==> src/rtl/game_controller_pkg.sv <==
// rtl/game_controller_pkg.sv - shared state encodings, defaults and widths for game_controller
package game_controller_pkg;

  typedef enum logic [1:0] {
    ST_SETUP = 2'b00,
    ST_LOAD  = 2'b01,
    ST_RUN   = 2'b10,
    ST_PAUSE = 2'b11
  } state_t;

  localparam int DEF_TICK_DIV  = 50_000_000;
  localparam int DEF_DB_CYCLES = 1_000_000;
  localparam int GEN_W         = 16;

  localparam logic [GEN_W-1:0] GEN_MAX = '1;

  function automatic logic [GEN_W-1:0] sat_inc(input logic [GEN_W-1:0] v);
    return (v == GEN_MAX) ? v : v + 1'b1;
  endfunction

endpackage

==> src/rtl/game_controller_btn_debounce.sv <==
// rtl/game_controller_btn_debounce.sv - button synchronizer, debouncer and press pulse
module btn_debounce
  import game_controller_pkg::*;
#(
  parameter int DB_CYCLES = DEF_DB_CYCLES
) (
  input  logic clk,
  input  logic rst_n,
  input  logic btn,
  output logic press
);

  localparam int CW = $clog2(DB_CYCLES) + 1;
  localparam logic [CW-1:0] CNT_LAST = CW'(DB_CYCLES - 1);

  logic          sync1;
  logic          sync2;
  logic          level;
  logic [CW-1:0] cnt;

  // cnt counts consecutive samples that disagree with the accepted level
  always_ff @(posedge clk or negedge rst_n) begin
    if (!rst_n) begin
      sync1 <= 1'b0;
      sync2 <= 1'b0;
      level <= 1'b0;
      cnt   <= '0;
      press <= 1'b0;
    end else begin
      sync1 <= btn;
      sync2 <= sync1;
      press <= 1'b0;
      if (sync2 == level) begin
        cnt <= '0;
      end else if (cnt == CNT_LAST) begin
        level <= sync2;
        cnt   <= '0;
        press <= sync2;
      end else begin
        cnt <= cnt + 1'b1;
      end
    end
  end

endmodule

==> src/rtl/game_controller.sv <==
// rtl/game_controller.sv - setup/load/run/pause sequencer producing generation step pulses
module game_controller
  import game_controller_pkg::*;
#(
  parameter int TICK_DIV  = DEF_TICK_DIV,
  parameter int DB_CYCLES = DEF_DB_CYCLES
) (
  input  logic        clk,
  input  logic        rst_n,
  input  logic        BtnC,
  input  logic        BtnL,
  input  logic        BtnR,
  input  logic [1:0]  speed_sel,
  output logic        setup_enable,
  output logic        board_load,
  output logic        step,
  output logic [15:0] gen_count,
  output logic [1:0]  state_led
);

  localparam int TW = $clog2(TICK_DIV) + 1;
  localparam logic [TW-1:0] TICK_DIV_W = TW'(TICK_DIV);

  state_t           state;
  state_t           state_d;
  logic             step_d;
  logic             wrap;
  logic             press_l;
  logic             press_c;
  logic             press_r;
  logic             evt_l;
  logic             evt_c;
  logic             evt_r;
  logic [TW-1:0]    tick;
  logic [TW-1:0]    period_q;
  logic [TW-1:0]    period_sel;
  logic [TW-1:0]    period_m1;
  logic [GEN_W-1:0] gen_q;

  btn_debounce #(.DB_CYCLES(DB_CYCLES)) u_db_l (.clk(clk), .rst_n(rst_n), .btn(BtnL), .press(press_l));
  btn_debounce #(.DB_CYCLES(DB_CYCLES)) u_db_c (.clk(clk), .rst_n(rst_n), .btn(BtnC), .press(press_c));
  btn_debounce #(.DB_CYCLES(DB_CYCLES)) u_db_r (.clk(clk), .rst_n(rst_n), .btn(BtnR), .press(press_r));

  // Coincident presses: only the highest-priority one survives
  assign evt_l = press_l;
  assign evt_c = press_c & ~press_l;
  assign evt_r = press_r & ~press_l & ~press_c;

  assign period_sel = TICK_DIV_W >> speed_sel;
  assign period_m1  = (period_q == '0) ? '0 : period_q - 1'b1;
  // >= rather than == so a shrinking period never leaves the counter stranded above it
  assign wrap       = (state == ST_RUN) && (tick >= period_m1);

  assign state_led = state;
  assign gen_count = gen_q;

  always_comb begin
    state_d = state;
    step_d  = 1'b0;
    case (state)
      ST_SETUP: begin
        if (evt_r) state_d = ST_LOAD;
      end
      ST_LOAD: begin
        state_d = ST_RUN;
      end
      ST_RUN: begin
        step_d = wrap;
        if (evt_l)      state_d = ST_SETUP;
        else if (evt_c) state_d = ST_PAUSE;
      end
      ST_PAUSE: begin
        if (evt_l)      state_d = ST_SETUP;
        else if (evt_c) state_d = ST_RUN;
        else if (evt_r) step_d  = 1'b1;
      end
      default: state_d = ST_SETUP;
    endcase
  end

  always_ff @(posedge clk or negedge rst_n) begin
    if (!rst_n) begin
      state        <= ST_SETUP;
      setup_enable <= 1'b1;
      board_load   <= 1'b0;
      step         <= 1'b0;
      gen_q        <= '0;
      tick         <= '0;
      period_q     <= TICK_DIV_W;
    end else begin
      state        <= state_d;
      setup_enable <= (state_d == ST_SETUP);
      board_load   <= (state_d == ST_LOAD);
      step         <= step_d;

      if (state_d == ST_LOAD) gen_q <= '0;
      else if (step_d)        gen_q <= sat_inc(gen_q);

      // Counter restarts on every entry to RUN and idles at zero elsewhere
      if (state == ST_RUN && state_d == ST_RUN) tick <= wrap ? '0 : tick + 1'b1;
      else                                      tick <= '0;

      // Speed changes are sampled only at a wrap while running
      if (state != ST_RUN || wrap) period_q <= period_sel;
    end
  end

endmodule

==> config.mk <==
export PLATFORM = sky130hd
export DESIGN_NAME = game_controller
export DESIGN_NICKNAME = d
export VERILOG_FILES = /design/src/rtl/game_controller_pkg.sv /design/src/rtl/game_controller_btn_debounce.sv /design/src/rtl/game_controller.sv
export SDC_FILE = /design/constraint.sdc
export NUM_CORES = 1
export LEC_CHECK = 0
export CAP_MARGIN = 40
export CORE_ASPECT_RATIO = 0.75
export CORE_UTILIZATION = 55
export CTS_CLUSTER_SIZE = 14
export DETAILED_ROUTE_END_ITERATION = 10
export PLACE_DENSITY = 0.73
export SLEW_MARGIN = 10
export SYNTH_ARGS = -nofsm -noshare
export SYNTH_HDL_FRONTEND = slang
export SYNTH_SLANG_ARGS = --single-unit
==> constraint.sdc <==
create_clock -name clk -period 3.1 [get_ports clk]
set_input_delay 0.62 -clock clk [delete_from_list [all_inputs] [get_ports clk]]
set_output_delay 0.62 -clock clk [all_outputs]
set_load 0.005 [all_outputs]
# ---- Yosys cells after proc, flatten, opt, wreduce, memory -nomap -nowiden
# Index checks and enable logic that the tools add are counted.
# Widths: inputs -> output; s select.
dict set report totals {
  register_bits 150
  inputBits 7
  output_inout_bits 21
  elab_cells 91
}
dict set report classes {
  add_sub_neg 6
  n_lt_le_gt_ge 1
  n_eq_ne 14
  shift 1
  mux 28
  bitwise 8
  n_reduce_logical 11
}
# cell n
set ops {}
lappend ops {{$mux 21} 6}
lappend ops {{$mux 27} 3}
lappend ops {{$add 21x1->21 const B} 3}
lappend ops {{$eq 21x20->1 const B} 3}
lappend ops {{$mux 16} 3}
lappend ops {{$add 27x1->27 const B} 1}
lappend ops {{$ge 27x27->1} 1}
lappend ops {{$logic_not 27->1} 1}
lappend ops {{$shr 26x2->27 const A} 1}
lappend ops {{$sub 27x1->27 const B} 1}
lappend ops {{$add 16x1->16 const B} 1}
lappend ops {{$eq 16x16->1 const B} 1}
lappend ops {{$mux 2} 5}
lappend ops {{$mux 1} 9}
lappend ops {{$pmux 2 s4} 1}
lappend ops {{$reduce_and 2->1} 4}
lappend ops {{$eq 2x2->1 const B} 3}
lappend ops {{$not 1->1} 5}
lappend ops {{$eq 2x1->1 const B} 2}
lappend ops {{$logic_not 2->1} 2}
lappend ops {{$ne 2x2->1 const B} 2}
lappend ops {{$and 1x1->1} 3}
lappend ops {{$eq 1x1->1} 3}
lappend ops {{$logic_and 1x1->1} 2}
lappend ops {{3 further kinds} 3}

# ---- Logic depth before layout (Yosys ltp)
dict set report depth {
  depth_word 9
  ltp_mapped 15
  depth_no_buf 13
}

# ---- By module
# Synthesis repeated with hierarchy kept, for this count alone.
dict set report hier_totals {
  hier_cells 723
  hier_area_um2 7011.7
}
# module instances cells_per_inst area_each_um2 seq_area_each_um2
set by_module_without_submodules {}
lappend by_module_without_submodules {btn_debounce 3 122 1228.7 625.6}
lappend by_module_without_submodules {game_controller 1 357 3325.7 1483.9}

# ---- Least setup slack after synthesis
# OpenSTA, ideal clock, no wires.
dict set report synth_timing {
  path_type {reg-to-reg}
  from {register period_q[9]}
  to {register tick[11]}
  setup_ps 72
  arrival_time_ps 2724
  t_required_ps 3028
  setup_slack_ps 304
  path_stages_with_launch 16
  n_path_buf 2
  period_less_slack_ps 2796
  path_cell_list {dfrtp_1 > inv_1 > ha_1 > nand3_1 > nor2_1 > xnor2_1 > ha_1 > a21oi_1 > o21ai_0 > a2111o_1 > a31oi_1 > o21a_1 > buf_4 > nand3_2 > buf_2 > nor2_1}
}
dict set report synth_between {
  elab_chain_cells 6
  word_cells_on_any_way 7
  classes_between {1 x add/sub; 1 x order compare; 3 x mux; 2 x reduce/logical}
}
# element line_no
set synth_rtl {}
lappend synth_rtl {{from (decl)} game_controller.sv:35} ;# logic [TW-1:0] period_q;
lappend synth_rtl {{from (signal assigned)} game_controller.sv:104} ;# if (state != ST_RUN || wrap) period_q <= period_sel;
lappend synth_rtl {{$sub 27x1->27 / $logic_not 27->1 (equally long branches)} game_controller.sv:50} ;# assign period_m1 = (period_q == '0) ? '0 : period_q - 1'b1;
lappend synth_rtl {{$mux 27 *} game_controller.sv:50}
lappend synth_rtl {{$ge 27x27->1 *} game_controller.sv:52} ;# assign wrap = (state == ST_RUN) && (tick >= period_m1);
lappend synth_rtl {{$logic_and 1x1->1 *} game_controller.sv:52}
lappend synth_rtl {{$mux 27 * (2 in series)} game_controller.sv:100} ;# if (state == ST_RUN && state_d == ST_RUN) tick <= wrap ? '0 : tick + 1'b1;
lappend synth_rtl {{to (signal assigned)} game_controller.sv:100}
lappend synth_rtl {{to (decl)} game_controller.sv:34} ;# logic [TW-1:0] tick;
# Mark *: on every way between the ends. The rest lies on a longest branch, timed or not.
# A chain may end at the register's enable or synchronous reset.

# ---- Final worst setup path
dict set report layout_timing {
  from {register period_q[5]}
  to {register period_q[5]}
}
dict set report layout_between {
  elab_chain_cells 5
  word_cells_on_any_way 6
  classes_between {1 x add/sub; 1 x order compare; 1 x mux; 3 x reduce/logical}
}
# element line_no
set layout_rtl {}
lappend layout_rtl {{$sub 27x1->27 / $logic_not 27->1 (equally long branches)} game_controller.sv:50}
lappend layout_rtl {{$mux 27 *} game_controller.sv:50}
lappend layout_rtl {{$ge 27x27->1 *} game_controller.sv:52}
lappend layout_rtl {{$logic_and 1x1->1 *} game_controller.sv:52}
lappend layout_rtl {{$logic_or 1x1->1 *} game_controller.sv:104}
# Marked as above.

==> flow_metrics.tcl <==
set metrics [dict create \
    ioPinCount 28 \
    setup_viol 0 \
    die_height_um 97.6 \
    clkSlewWorstSetupHoldPaths_ns 0.06 \
    power_density_nw_per_um2 516 \
    routed_wl_um 13600 \
    critical_path.cell_chain "inv_1, ha_2, nand3_2, nor2_1, xnor2_1, ha_1, a21oi_1, o21ai_2, a2111o_1, a31oi_4, o211ai_1, buf_4, a2bb2o_1" \
    via_count_of_the_first_global_routing_pass 5005 \
    finish.net_count 754 \
    outcome "completed" \
    clk_path_buf_depth 2 \
    grt_antenna_before_repair 0 \
    cp_slowest_stage_delay_ns 0.40 \
    routed_wire_length_per_instance_um 15.2 \
    report.final.slew_viol_count 0 \
    slowest_stage "sky130_fd_sc_hd__dfrtp_1" \
    numPortBuffers 27 \
    worst_hold_path_type "input port to asynchronous set/reset pin" \
    design.die.area_sq_um 12600 \
    htree_num_levels 4 \
    max-vdd-ir-drop_mv 0.415 \
    capturing_element_type_of_the_critical_path "register" \
    layout_setup_ws_ns 0.126 \
    max-cap-violations 0 \
    final_period_minus_worst_setup_slack_ns 2.97 \
    antennaDiodeCount 0 \
    drtPass1Iterations 4 \
    gpl.final_weighted_congestion 0.847 \
    post_synth_num_cell_types 48 \
    fin_skew_ns 0.00976 \
    final_common_cell "sky130_fd_sc_hd__dfrtp_1" \
    timing_worst_slew_pin_value_ns 0.726 \
    mappedNetlistArea_sq_um 6710 \
    design.core.area_sq_um 11700 \
    dp_slack_ns 0.00670 \
    avgSynthCellArea_sq_um 9.84 \
    critPathKind "register to register" \
    number_of_nets_produced_by_synthesis 717 \
    globalRouteOverflowTotal 0 \
    cts-root-buf "sky130_fd_sc_hd__clkbuf_16" \
    die_w_um 130 \
    static-leakage-power_nw 3.43 \
    crit_family "compound AO/OA/AOI/OAI gates" \
    clock_insertion_delay_worst_skew_ns 0.42 \
    num_rows 34 \
    initial_utilization_pct 57.1 \
    share_of_the_yosys_chip_area_belonging_to_registers_pct 50.1 \
    final_critical_path_share_of_the_clock_period_pct 95.9 \
    critical_path_required_ns 3.45 \
    number_of_cells_in_the_finished_layout_apart_from_fillers 894 \
    largest_net_degree_at_the_start_of_global_routing 50 \
    fmax_mhz 336 \
    crit_arrival_ns 3.33 \
    drt_drc 0 \
    finalHoldViolCount 0 \
    flow.area_growth_from_synthesis_pct 16.8 \
    placed_wire_length_estimate_after_detailed_placement_um 9140 \
    ant_nets 0 \
    clock_tree_from_tritoncts "built" \
    critical_path_maximum_fanout 7 \
    synth-seq-cells 134 \
    num_vias 4962 \
    critPathBufInv 2 \
    syn_inst 682 \
    grtUsageTotal_pct 23.4 \
    drt-vias-per-instance 5.55 \
    wire_length_of_the_first_global_routing_pass_um 23200 \
    synth_warn 0 \
    most-common-layout-cells "sky130_fd_sc_hd__dfrtp_1 (128), sky130_fd_sc_hd__nor2_1 (121), sky130_fd_sc_hd__xor2_1 (49), sky130_fd_sc_hd__nand2_1 (49), sky130_fd_sc_hd__nand3_1 (41)" \
    critical_path.startpoint_type "register" \
    timing.max_slew.rel_slack_pct 51.6 \
    total_negative_slack_for_setup_checks_ns 0 \
    dp.cells 860 \
    drt-initial-drc-count 405 \
    cts-buffers-inserted 17 \
    proportion_of_layout_cells_with_a_drive_suffix_above_1_pct 9.70 \
    cts_num_sinks 134 \
]
==> report_power, final <==
part	leakage, nW	switching [mW]	total [mW]	internal, mW
clock network	0.296	0.765	2.07	1.31
registers	1.77	0.0283	1.81	1.78
logic	1.36	0.0999	0.163	0.0635
total	3.43	0.893	4.04	3.15
==> worst register-to-register path: cells and delay by family (launching register included) <==
family,cells,cell delay (ns)
AOI/OAI and AO/OA,6,1.32
adders and majority gates,2,0.49
DFF,1,0.40
buffers and inverters,2,0.34
and+or+nand+nor,2,0.23
xor gates and xnor gates,1,0.13
==> stage by stage <==
step,instance area [sq um],hold slack [ns],power [mW],utilization [%]
after CTS,7770,0.236,4.07,66.2
after detailed placement,7150,0.337,2.00,60.9
after global routing,7830,0.258,4.18,66.7
after global placement,7150,0.332,1.99,60.9
after floorplan,6710,0.324,1.91,-
final,7830,0.209,4.04,66.7
==> routing by layer <==
metal  GRT usage, %  vias up  wire length (um)
li1               -     2418                 -
met4           7.96        0               152
met3           5.18       15               470
met5              0        -                 0
met1           32.3     2434              6630
met2           36.5       95              6350
==> state kept, by name, summed over array words and instances, names as in the netlist, 2 cells and up <==
signal	cells
u_db_l.cnt	21
u_db_c.cnt	21
period_q	11
tick	27
u_db_r.cnt	21
gen_count	16
state_led	2
==> cell usage after synthesis, drive strengths merged <==
cell	count	share of area (%)
o22ai	1	0.093
dfstp	6	2.4
ha	28	5.2
a21oi	24	1.8
nand4b	1	0.13
conb	2	0.11
nor2	121	6.8
a31oi	1	0.093
buf	10	1.0
a41o	1	0.15
nand3	44	3.4
clkbuf	9	0.50
o21a	3	0.34
o21ai	17	1.3
xor2	49	6.4
o22a	1	0.13
a21boi	1	0.17
mux2i	7	1.0
o211ai	3	0.34
or3	15	1.4
or4	5	0.56
and4	5	0.69
nor4	6	0.56
xnor2	40	5.2
nand2b	2	0.19
nand4	28	2.6
dfrtp	128	48
mux2	4	0.67
nor3b	3	0.34
nor3	12	0.97
a2111o	1	0.17
a2bb2o	1	0.15
inv	19	1.1
and3	27	2.6
and2	2	0.21
nand2	49	2.7
a21o	1	0.11
nor4b	4	0.52
a211oi	1	0.11
==> path summary, 6_finish.rpt <==
check,startpoint,cells past startpoint,end,slack (ns)
worst max-delay path,period_q[5]$_DFFE_PN0P_,13,period_q[5]$_DFFE_PN0P_,0.13
worst min-delay path,rst_n,1,gen_count[14]$_DFFE_PN0P_,0.21
worst max register to register,period_q[5]$_DFFE_PN0P_,13,period_q[5]$_DFFE_PN0P_,0.13
worst min register to register,u_db_c.sync1$_DFF_PN0_,0,u_db_c.sync2$_DFF_PN0_,0.35
max in group asynchronous,rst_n,2,u_db_r.cnt[17]$_DFF_PN0_,2.09
min in group clk,u_db_c.sync1$_DFF_PN0_,0,u_db_c.sync2$_DFF_PN0_,0.35
==> area by class of cell <==
| cell class | instances | area, sq um |
|---|---|---|
| Multi-Input combinational cell | 510 | 3220 |
| Sequential cell | 134 | 3360 |
| Timing Repair Buffer | 37 | 372 |
| Tap cell | 162 | 203 |
| Clock buffer | 20 | 457 |
| Fill cell | 925 | 3910 |
| Clock inverter | 12 | 151 |
| Inverter | 19 | 71.3 |
==> logic make-up after synthesis <==
| family | after synthesis | synth area share (%) |
|---|---|---|
| XOR/XNOR | 89 | 11.6 |
| multiplexers | 11 | 1.72 |
| AO/OA/AOI/OAI | 56 | 4.91 |
| adder cells (fa/ha/maj) | 28 | 5.22 |
| other | 2 | 0.112 |
| flip-flops | 134 | 50.1 |
| AND/OR/NAND/NOR | 324 | 23.7 |
| buffers and inverters | 38 | 2.59 |
==> timing repair <==
action | CTS | global route
buffers inserted | 2 | 0
cloned | 0 | 0
gates resized for setup | 1 | 13
endpoints found under the setup margin | 3 | 54
pin swaps | 1 | 2
hold buffers | 0 | 0
Power figures use the tool's default switching activity.
